[config.mk]
export PLATFORM = sky130hd
export DESIGN_NAME = vnp4_axil_timeout_guard
export DESIGN_NICKNAME = d
export VERILOG_FILES = /design/src/rtl/vnp4_axil_timeout_guard.sv
export SDC_FILE = /design/constraint.sdc
export NUM_CORES = 1
export LEC_CHECK = 0
export BUFFER_PORTS_ARGS = -buffer_cell sky130_fd_sc_hd__buf_2
export CORE_MARGIN = 3
export CORE_UTILIZATION = 48
export CTS_CLUSTER_SIZE = 30
export DETAILED_ROUTE_END_ITERATION = 10
export PLACE_DENSITY = 0.79
export SETUP_SLACK_MARGIN = 0.02
export SYNTH_ARGS = -nofsm -noshare
export SYNTH_HDL_FRONTEND = slang
export SYNTH_SLANG_ARGS = --single-unit
[constraint.sdc]
create_clock -name axi_aclk -period 8.2 [get_ports axi_aclk]
set_input_delay 2.05 -clock axi_aclk [delete_from_list [all_inputs] [get_ports axi_aclk]]
set_output_delay 2.05 -clock axi_aclk [all_outputs]
set_load 0.01 [all_outputs]
[src/rtl/vnp4_axil_timeout_guard.sv]
// AXI4-lite pass-through guard: one outstanding write and read, SLVERR on slave timeout, late responses absorbed.
// Optional VNP4_AXIL_GUARD_STATS_EN adds saturating timeout/orphan event counters.
module vnp4_axil_timeout_guard #(
  parameter int          ADDR_WIDTH     = 32,
  parameter int          DATA_WIDTH     = 32,
  parameter int          TIMEOUT_CYCLES = 256,
  parameter logic [31:0] TIMEOUT_RDATA  = 32'hDEAD_10CC
) (
  input  logic                    axi_aclk,
  input  logic                    axi_areset,
  input  logic [ADDR_WIDTH-1:0]   s_axi_awaddr,
  input  logic                    s_axi_awvalid,
  output logic                    s_axi_awready,
  input  logic [DATA_WIDTH-1:0]   s_axi_wdata,
  input  logic [DATA_WIDTH/8-1:0] s_axi_wstrb,
  input  logic                    s_axi_wvalid,
  output logic                    s_axi_wready,
  output logic [1:0]              s_axi_bresp,
  output logic                    s_axi_bvalid,
  input  logic                    s_axi_bready,
  input  logic [ADDR_WIDTH-1:0]   s_axi_araddr,
  input  logic                    s_axi_arvalid,
  output logic                    s_axi_arready,
  output logic [DATA_WIDTH-1:0]   s_axi_rdata,
  output logic [1:0]              s_axi_rresp,
  output logic                    s_axi_rvalid,
  input  logic                    s_axi_rready,
  output logic [ADDR_WIDTH-1:0]   m_axi_awaddr,
  output logic                    m_axi_awvalid,
  input  logic                    m_axi_awready,
  output logic [DATA_WIDTH-1:0]   m_axi_wdata,
  output logic [DATA_WIDTH/8-1:0] m_axi_wstrb,
  output logic                    m_axi_wvalid,
  input  logic                    m_axi_wready,
  input  logic [1:0]              m_axi_bresp,
  input  logic                    m_axi_bvalid,
  output logic                    m_axi_bready,
  output logic [ADDR_WIDTH-1:0]   m_axi_araddr,
  output logic                    m_axi_arvalid,
  input  logic                    m_axi_arready,
  input  logic [DATA_WIDTH-1:0]   m_axi_rdata,
  input  logic [1:0]              m_axi_rresp,
  input  logic                    m_axi_rvalid,
  output logic                    m_axi_rready,
`ifdef VNP4_AXIL_GUARD_STATS_EN
  output logic [15:0]             wr_timeout_cnt,
  output logic [15:0]             rd_timeout_cnt,
  output logic [15:0]             orphan_cnt,
`endif
  output logic                    wr_timeout,
  output logic                    rd_timeout
);
  localparam int CW = $clog2(TIMEOUT_CYCLES + 1);
  localparam logic [CW-1:0] CNT_MAX  = CW'(TIMEOUT_CYCLES);
  localparam logic [CW-1:0] CNT_LAST = CW'(TIMEOUT_CYCLES - 1);
  localparam logic [DATA_WIDTH-1:0] TO_RDATA = DATA_WIDTH'(TIMEOUT_RDATA);

  typedef enum logic [1:0] {W_IDLE, W_ISSUE, W_RESP, W_ORPHAN} wst_e;
  typedef enum logic [1:0] {R_IDLE, R_ISSUE, R_RESP, R_ORPHAN} rst_e;

  wst_e                    wst_q, wst_d;
  rst_e                    rst_q, rst_d;
  logic [ADDR_WIDTH-1:0]   awaddr_q, awaddr_d, araddr_q, araddr_d;
  logic [DATA_WIDTH-1:0]   wdata_q, wdata_d, rdata_q, rdata_d;
  logic [DATA_WIDTH/8-1:0] wstrb_q, wstrb_d;
  logic                    awv_q, awv_d, wv_q, wv_d, arv_q, arv_d;
  logic                    bv_q, bv_d, rv_q, rv_d;
  logic [1:0]              bresp_q, bresp_d, rresp_q, rresp_d;
  logic                    worph_q, worph_d, rorph_q, rorph_d;
  logic [CW-1:0]           wcnt_q, wcnt_d, rcnt_q, rcnt_d;
  logic                    wto_q, wto_d, rto_q, rto_d;
  logic                    w_acc, r_acc;

  // Upstream ready is gated by reset so nothing is accepted while reset is held.
  assign w_acc = (wst_q == W_IDLE) && s_axi_awvalid && s_axi_wvalid && !axi_areset;
  assign r_acc = (rst_q == R_IDLE) && s_axi_arvalid && !axi_areset;

  assign s_axi_awready = w_acc;
  assign s_axi_wready  = w_acc;
  assign s_axi_arready = r_acc;
  assign s_axi_bvalid  = bv_q;
  assign s_axi_bresp   = bresp_q;
  assign s_axi_rvalid  = rv_q;
  assign s_axi_rresp   = rresp_q;
  assign s_axi_rdata   = rdata_q;
  assign m_axi_awaddr  = awaddr_q;
  assign m_axi_awvalid = awv_q;
  assign m_axi_wdata   = wdata_q;
  assign m_axi_wstrb   = wstrb_q;
  assign m_axi_wvalid  = wv_q;
  assign m_axi_bready  = (wst_q == W_ISSUE) || (wst_q == W_ORPHAN);
  assign m_axi_araddr  = araddr_q;
  assign m_axi_arvalid = arv_q;
  assign m_axi_rready  = (rst_q == R_ISSUE) || (rst_q == R_ORPHAN);
  assign wr_timeout    = wto_q;
  assign rd_timeout    = rto_q;

  always_comb begin
    wst_d    = wst_q;
    awaddr_d = awaddr_q;
    wdata_d  = wdata_q;
    wstrb_d  = wstrb_q;
    awv_d    = awv_q && !m_axi_awready;
    wv_d     = wv_q && !m_axi_wready;
    bv_d     = bv_q;
    bresp_d  = bresp_q;
    worph_d  = worph_q;
    wcnt_d   = wcnt_q;
    wto_d    = 1'b0;
    case (wst_q)
      W_IDLE: if (w_acc) begin
        awaddr_d = s_axi_awaddr;
        wdata_d  = s_axi_wdata;
        wstrb_d  = s_axi_wstrb;
        awv_d    = 1'b1;
        wv_d     = 1'b1;
        wcnt_d   = '0;
        worph_d  = 1'b0;
        wst_d    = W_ISSUE;
      end
      W_ISSUE: begin
        wcnt_d = (wcnt_q == CNT_MAX) ? wcnt_q : wcnt_q + 1'b1;
        // A response landing in the final cycle wins over the timeout.
        if (m_axi_bvalid) begin
          bresp_d = m_axi_bresp;
          bv_d    = 1'b1;
          wst_d   = W_RESP;
        end else if (wcnt_q == CNT_LAST) begin
          bresp_d = 2'b10;
          bv_d    = 1'b1;
          worph_d = 1'b1;
          wto_d   = 1'b1;
          wst_d   = W_RESP;
        end
      end
      W_RESP: if (s_axi_bready) begin
        bv_d  = 1'b0;
        wst_d = worph_q ? W_ORPHAN : W_IDLE;
      end
      W_ORPHAN: if (m_axi_bvalid) wst_d = W_IDLE;
      default: wst_d = W_IDLE;
    endcase
  end

  always_comb begin
    rst_d    = rst_q;
    araddr_d = araddr_q;
    arv_d    = arv_q && !m_axi_arready;
    rv_d     = rv_q;
    rdata_d  = rdata_q;
    rresp_d  = rresp_q;
    rorph_d  = rorph_q;
    rcnt_d   = rcnt_q;
    rto_d    = 1'b0;
    case (rst_q)
      R_IDLE: if (r_acc) begin
        araddr_d = s_axi_araddr;
        arv_d    = 1'b1;
        rcnt_d   = '0;
        rorph_d  = 1'b0;
        rst_d    = R_ISSUE;
      end
      R_ISSUE: begin
        rcnt_d = (rcnt_q == CNT_MAX) ? rcnt_q : rcnt_q + 1'b1;
        if (m_axi_rvalid) begin
          rdata_d = m_axi_rdata;
          rresp_d = m_axi_rresp;
          rv_d    = 1'b1;
          rst_d   = R_RESP;
        end else if (rcnt_q == CNT_LAST) begin
          rdata_d = TO_RDATA;
          rresp_d = 2'b10;
          rv_d    = 1'b1;
          rorph_d = 1'b1;
          rto_d   = 1'b1;
          rst_d   = R_RESP;
        end
      end
      R_RESP: if (s_axi_rready) begin
        rv_d  = 1'b0;
        rst_d = rorph_q ? R_ORPHAN : R_IDLE;
      end
      R_ORPHAN: if (m_axi_rvalid) rst_d = R_IDLE;
      default: rst_d = R_IDLE;
    endcase
  end

  always_ff @(posedge axi_aclk or posedge axi_areset) begin
    if (axi_areset) begin
      wst_q <= W_IDLE;  rst_q <= R_IDLE;
      awaddr_q <= '0;   araddr_q <= '0;
      wdata_q <= '0;    rdata_q <= '0;   wstrb_q <= '0;
      awv_q <= 1'b0;    wv_q <= 1'b0;    arv_q <= 1'b0;
      bv_q <= 1'b0;     rv_q <= 1'b0;
      bresp_q <= '0;    rresp_q <= '0;
      worph_q <= 1'b0;  rorph_q <= 1'b0;
      wcnt_q <= '0;     rcnt_q <= '0;
      wto_q <= 1'b0;    rto_q <= 1'b0;
    end else begin
      wst_q <= wst_d;       rst_q <= rst_d;
      awaddr_q <= awaddr_d; araddr_q <= araddr_d;
      wdata_q <= wdata_d;   rdata_q <= rdata_d;  wstrb_q <= wstrb_d;
      awv_q <= awv_d;       wv_q <= wv_d;        arv_q <= arv_d;
      bv_q <= bv_d;         rv_q <= rv_d;
      bresp_q <= bresp_d;   rresp_q <= rresp_d;
      worph_q <= worph_d;   rorph_q <= rorph_d;
      wcnt_q <= wcnt_d;     rcnt_q <= rcnt_d;
      wto_q <= wto_d;       rto_q <= rto_d;
    end
  end

`ifdef VNP4_AXIL_GUARD_STATS_EN
  logic [1:0]  orph_inc;
  logic [16:0] orph_sum;
  assign orph_inc = {1'b0, (wst_q == W_ORPHAN) && m_axi_bvalid}
                  + {1'b0, (rst_q == R_ORPHAN) && m_axi_rvalid};
  assign orph_sum = {1'b0, orphan_cnt} + {15'd0, orph_inc};

  always_ff @(posedge axi_aclk or posedge axi_areset) begin
    if (axi_areset) begin
      wr_timeout_cnt <= '0;
      rd_timeout_cnt <= '0;
      orphan_cnt     <= '0;
    end else begin
      if (wto_q && wr_timeout_cnt != 16'hFFFF) wr_timeout_cnt <= wr_timeout_cnt + 16'd1;
      if (rto_q && rd_timeout_cnt != 16'hFFFF) rd_timeout_cnt <= rd_timeout_cnt + 16'd1;
      orphan_cnt <= orph_sum[16] ? 16'hFFFF : orph_sum[15:0];
    end
  end
`endif
endmodule

==> results of run 1 <==
cell usage in the layout, fill, tap and decap left out, types with 5 or more instances in the layout:
cell,synthesis,routed
nand2_1,313,313
buf_2,5,295
dfrtp_1,167,167
a22o_1,23,23
inv_1,22,21
o22a_1,18,18
clkbuf_16,0,17
ha_1,16,16
o21ai_0,11,11
nor2_1,10,10
nand3_1,10,10
a21oi_1,9,9
and3_1,6,6
inv_6,0,6
buf_4,1,5
sequential cells by signal, summed over array words and instances (netlist names):
| register | flops |
|---|---|
| wcnt_q | 9 |
| rst_q | 2 |
| worph_q | 1 |
| m_axi_wvalid | 1 |
| m_axi_wdata | 32 |
| s_axi_bresp | 2 |
| s_axi_bvalid | 1 |
| m_axi_araddr | 32 |
| s_axi_rvalid | 1 |
| m_axi_awaddr | 32 |
| wr_timeout | 1 |
| wst_q | 2 |
| m_axi_awvalid | 1 |
| m_axi_wstrb | 4 |
| m_axi_arvalid | 1 |
| s_axi_rdata | 32 |
| rd_timeout | 1 |
| rorph_q | 1 |
| rcnt_q | 9 |
| s_axi_rresp | 2 |
per-stage QoR:
step,instance area (µm²),setup slack (ns),total power [mW]
3_3_place_gp,8487,2.515,2.669
6_report,9106,2.537,3.527
2_1_floorplan,6873,1.632,2.136
4_1_cts,9104,2.523,3.568
3_5_place_dp,8487,2.517,2.715
5_1_grt,9106,2.384,3.776
how the worst min path moves through the flow:
| stage | from | end | slack [ns] | cells after the start |
|---|---|---|---|---|
| CTS | m_axi_awaddr[5] | m_axi_awaddr[5] | 0.47 | 2 |
| finish | m_axi_araddr[6] | m_axi_araddr[6] | 0.47 | 2 |
| global route | m_axi_araddr[25] | m_axi_araddr[25] | 0.49 | 2 |
| detailed placement | m_axi_awaddr[5] | m_axi_awaddr[5] | 0.46 | 2 |
| global placement | m_axi_araddr[11] | m_axi_araddr[11] | 0.45 | 2 |
| floorplan | rorph_q | rorph_q | 0.48 | 2 |
final cells by class:
class	count	area (µm²)
Clock buffer	17	425.4
Fill cell	1137	4828
Clock inverter	15	191.4
Multi-Input combinational cell	474	2474
Sequential cell	167	4179
Antenna cell	1	2.502
Timing Repair Buffer	300	1514
Inverter	24	95.09
Tap cell	180	225.2
kinds of logic (layout without fill, tap and decap cells):
kind of cell,Yosys count,count (layout),synth area share [%]
other,0,1,0
AND/OR/NAND/NOR,369,369,22.34
flip-flops,167,167,60.80
adder cells (fa/ha/maj),16,16,2.913
multiplexers,4,4,0.6190
buffers and inverters,54,356,3.204
AO/OA/AOI/OAI,81,81,9.612
XOR/XNOR,4,4,0.5098
power breakdown:
part / leakage (nW) / internal, mW / total, mW / switching [mW]
registers: 2.08 / 1.20 / 1.42 / 0.225
logic: 2.75 / 0.537 / 1.27 / 0.738
clock network: 0.303 / 0.488 / 0.832 / 0.343
total: 5.13 / 2.22 / 3.53 / 1.31
per-layer routing:
metal	share of wire, %	GRT usage, %	vias up
li1	-	-	2845
met1	41	30.23	2753
met2	48	39.68	251
met3	8.3	6.828	27
met4	1.9	7.781	2
met5	0.059	0	-
critical path: cells and delay by family:
kind / cells / cell delay [ns]
AND/OR/NAND/NOR: 1 / 0.15
buffers and inverters: 4 / 1.38
==> results_dict.tcl, run 1 <==
set metrics [dict create \
    status "finished, final reports clean" \
    crit_top_cell "buf_2" \
    antenna_found_initial 2 \
    synthTopCellsByCount "nand2_1 (313), dfrtp_1 (167), a22o_1 (23), clkbuf_1 (23), inv_1 (22)" \
    drv_cap 0 \
    finalMaxSlewViolations 0 \
    synth_top_area_cell "dfrtp_1" \
    die_w_um 125.7 \
    wl_per_cell_um 15.93 \
    async_flop_share_pct 100.0 \
    cts-htree-levels 4 \
    fp-row-count 43 \
    synth_cells 695 \
    max-clock-path-buffers 2 \
    slowest_delay_ns 0.72 \
    setup_violations 0 \
    clock_latency_ns 0.42 \
    synth_seq_area_share_pct 60.80 \
    drive_gt1_share_pct 35.31 \
    worstMarginPinSlew_ns 1.141 \
    dp.cells 1145 \
    period_needed_ns 5.663 \
    dp_hpwl_mm 13.43 \
    crit_end "s_axi_arready" \
    clock.fmax_mhz 176.6 \
    p_per_area_nw_per_um2 387.3 \
    yosysWarningCount 0 \
    cts_root_buffer "clkbuf_16" \
    grt_pass1_wl_mm 30.08 \
    drc 0 \
    synth_edf_count 0 \
    worstPathArrival_ns 3.61 \
    timing.hold.ws_ns 0.4675 \
    drtIter0Drc 383 \
    hold_class "reg2reg" \
    clock-sinks 167 \
    final_util_pct 65.35 \
    reg2regPathDepth 7 \
    cp_cell_sequence "buf_2, nand3b_1, buf_4, inv_1, buf_2" \
    synth.distinct_cells 48 \
    nets 1148 \
    yosysTopAreaCellShare_pct 60.80 \
    finalHoldViolCount 0 \
    gp_congestion 0.8413 \
    fin_cells 1178 \
    start_util_pct 49.32 \
    synth_most_common_cell "nand2_1" \
    fin_skew_ns 0.01083 \
    floorplan.core_area_um2 13930 \
    vdd_drop_max_uv 190.5 \
    synth_area_um2 6873 \
    grt-ovfl-total 0 \
    grt_start_max_net_pins 111 \
    grt.total_usage_pct 23.82 \
    synthFlopType "dfrtp_1" \
    vias 5878 \
    cts_hold_buf 0 \
    cts_tree "yes" \
    drtAntennaViolNets 0 \
    max_slew_margin_pct 23.68 \
    r2r_slack_ns 5.63 \
    worst_r2r_endpoint "wcnt_q[2]" \
    fin_crit_sh_pct 69.06 \
    avgSynthCellArea_um2 9.889 \
    clk_pin_slew_ns 0.06 \
    endpoint_kind "primary output" \
    start_kind "primary input" \
    port_buffers 295 \
    cp_max_fo 35 \
    postCtsSetupBuffers 0 \
    cpMaxStageDelayCell "inv_1" \
    crit_required_ns 6.15 \
    vias_per_cell 4.990 \
    drtPass1Iterations 5 \
    synth_seq_cells 167 \
    p_leak_nw 5.134 \
    finalWirelength_mm 18.77 \
    cts-resized-gates 0 \
    dieArea_um2 15790 \
    finalSetupTns_ns 0 \
    io_pins 296 \
    synth_top_cells_by_area "dfrtp_1 (61%), nand2_1 (17%), a22o_1 (2.9%), ha_1 (2.9%), o22a_1 (2.3%)" \
    grt_pass1_vias 5889 \
    syn-num-nets 859 \
    rsz0062_at_grt "no" \
    r2r-start "wst_q[1]" \
    die_h_um 125.7 \
    numCtsBuffers 17 \
    area_growth_pct 32.50 \
    path_class "in2out" \
    critical_path.startpoint "axi_areset" \
]
No activity file was read; power rests on OpenSTA's default activity.
==> run 2: changes to the inputs <==
Settings changed: ABC_AREA set to 1, PLACE_DENSITY 0.79 to 0.78.
Clock period 8.2 ns to 5.41 ns, I/O delays scaled along.
==> run 2 against run 1 <==
Critical path type unchanged; sequential power is 49% higher; clock power is 39% higher; total power is 47% higher; synthesized area is 1.8% higher; setup slack worse by 0.57 ns; final cell count is 6.8% higher.
==> results_dict.tcl, run 2 <==
set metrics [dict create \
    fillers 1172 \
    cts_tree "yes" \
    vdd_drop_max_uv 229.8 \
    synth_most_common_cell "nand2_1" \
    multi_input_area_um2 2495 \
    p_comb_share_pct 36.9 \
    synth.distinct_cells 29 \
    hold_class "reg2reg" \
    vias_per_cell 4.792 \
    finalMaxSlewViolations 0 \
    p_clk_share_pct 22.4 \
    status "finished, final reports clean" \
    die_w_um 126.7 \
    p_leak_nw 5.297 \
    cts_hold_buf 0 \
    clk_pin_slew_ns 0.06 \
    start_kind "primary input" \
    drc 0 \
    nets 1231 \
    avgSynthCellArea_um2 9.015 \
    start_util_pct 49.82 \
    finalWirelength_mm 18.69 \
    area_growth_pct 31.12 \
    gp_congestion 0.8451 \
    synth_edf_count 0 \
    clock.fmax_mhz 290.3 \
    numCtsBuffers 17 \
    r2r_slack_ns 3.30 \
    max-clock-path-buffers 2 \
    grt_pass1_vias 5772 \
    clock-sinks 167 \
    grt_start_max_net_pins 93 \
    synthFlopType "dfrtp_1" \
    cts_root_buffer "clkbuf_16" \
    synthTopCellsByCount "nand2_1 (383), dfrtp_1 (167), inv_1 (43)" \
    synth_top_area_cell "dfrtp_1" \
    grt.total_usage_pct 23.02 \
    seq_area_um2 4179 \
    most-common-layout-cells "nand2_1 (383), buf_2 (295), dfrtp_1 (167), inv_1 (43), nand3_1 (31)" \
    r2r-start "wcnt_q[0]" \
    worst_r2r_endpoint "wst_q[1]" \
    crit_required_ns 4.06 \
    max_slew_margin_pct 35.97 \
    critical_path.startpoint "axi_areset" \
    synth_top_cells_by_area "dfrtp_1 (60%), nand2_1 (21%), ha_1 (2.9%), inv_1 (2.3%), nand3_1 (2.2%)" \
    dp_hpwl_mm 13.60 \
    cts-resized-gates 0 \
    cp_max_fo 5 \
    grt-ovfl-total 0 \
    vias 6028 \
    drtAntennaViolNets 0 \
    yosysWarningCount 0 \
    drive_gt1_share_pct 32.19 \
    wl_per_cell_um 14.86 \
    drtPass1Iterations 4 \
    io_pins 296 \
    reg2regPathDepth 11 \
    clock_latency_ns 0.42 \
    fp-row-count 43 \
    finalSetupTns_ns 0 \
    power_frac_seq_pct 40.7 \
    dieArea_um2 16060 \
    endpoint_kind "primary output" \
    drtIter0Drc 346 \
    synth_cells 776 \
    die_h_um 126.7 \
    drv_cap 0 \
    yosysTopAreaCellShare_pct 59.74 \
    crit_end "s_axi_wready" \
    cts-htree-levels 4 \
    fin_crit_sh_pct 63.67 \
    finalHoldViolCount 0 \
    rsz0062_at_grt "no" \
    n_antenna_cell 0 \
    power.total_mw 5.182 \
    worstMarginPinSlew_ns 0.9604 \
    synth_seq_cells 167 \
    p_switching_mw 1.925 \
    syn-num-nets 940 \
    worstPathArrival_ns 2.09 \
    path_class "in2out" \
    p_int_mw 3.257 \
    grt_pass1_wl_mm 29.19 \
    layout_commonest_cell "nand2_1" \
    floorplan.core_area_um2 14040 \
    synth_area_um2 6995 \
    antenna_found_initial 0 \
    postCtsSetupBuffers 0 \
    fin_skew_ns 0.008356 \
    period_needed_ns 3.444 \
    setup_violations 0 \
    sw_frac_of_total_pct 37.15 \
    async_flop_share_pct 100.0 \
    port_buffers 295 \
    p_per_area_nw_per_um2 564.9 \
    synth_seq_area_share_pct 59.74 \
]
[run 2: cell count changes after synthesis, moves of 4 or more]
cell and change:
nor2_1 +13, clkbuf_1 -19, a22o_1 -6, buf_2 +17
nor4b_2 -4, nand3_1 +21, and3_1 -6, nand2_1 +70
inv_1 +21
[run 2: worst min path at each step]
stage	start	end	slack, ns	depth (start not counted)
global placement	s_axi_rresp[1]	s_axi_rresp[1]	0.46	2
detailed placement	s_axi_rresp[1]	s_axi_rresp[1]	0.46	2
finish	s_axi_rresp[1]	s_axi_rresp[1]	0.46	2
floorplan	rcnt_q[8]	rcnt_q[8]	0.47	2
global route	m_axi_araddr[10]	m_axi_araddr[10]	0.49	2
CTS	s_axi_rresp[1]	s_axi_rresp[1]	0.47	2
[run 2: critical path: stages]
cell and delay [ns]:
buf_2 0.17, nor2_1 0.14, nand3_2 0.13, inv_2 0.14, buf_2 0.15
[run 2: layout make-up]
type                    count  share of cell area (%)
flip-flops and latches    167                   45.56
multi-input cells         533                   27.20
repair buffers            299                   16.42
clock buffers              21                   5.238
well taps                 180                   2.455
inverters                  49                   2.114
clock inverters             9                   1.009
[run 2: logic make-up after synthesis]
kind of cell | Yosys count | synth area share (%)
xor gates and xnor gates | 6 | 0.7512
DFF | 167 | 59.74
and+or+nand+nor | 454 | 26.06
adders and majority gates | 16 | 2.862
AOI/OAI and AO/OA | 57 | 5.992
buffers and inverters | 76 | 4.597
[run 2: per-layer routing]
layer | GRT usage [%] | part of all wire [%] | vias up
li1 | - | - | 3001
met1 | 29.60 | 42 | 2770
met2 | 37.58 | 48 | 221
met3 | 6.147 | 7.0 | 36
met4 | 8.644 | 2.6 | 0
met5 | 0 | 0 | -
[run 2: per-stage QoR]
step                      hold slack [ns]  worst slack [ns]  util [%]  cell area [µm²]  std cells
after global placement             0.4554             1.855     61.24             8600       1228
final                              0.4644             1.966     65.32             9173       1258
after floorplan                    0.4687             1.221         -             6995        776
after detailed placement           0.4561             1.813     61.24             8600       1228
after CTS                          0.4700             1.958     65.32             9173       1258
after global routing               0.4876             1.895     65.32             9173       1258
[run 2: power by group through the flow]
stage / sequential (mW) / combinational (mW) / clock (mW)
finish: 2.11 / 1.91 / 1.16
global route: 2.17 / 2.13 / 1.24
CTS: 2.10 / 1.95 / 1.18
detailed placement: 2.11 / 1.94 / 0
global placement: 2.10 / 1.89 / 0
floorplan: 2.34 / 0.851 / 0
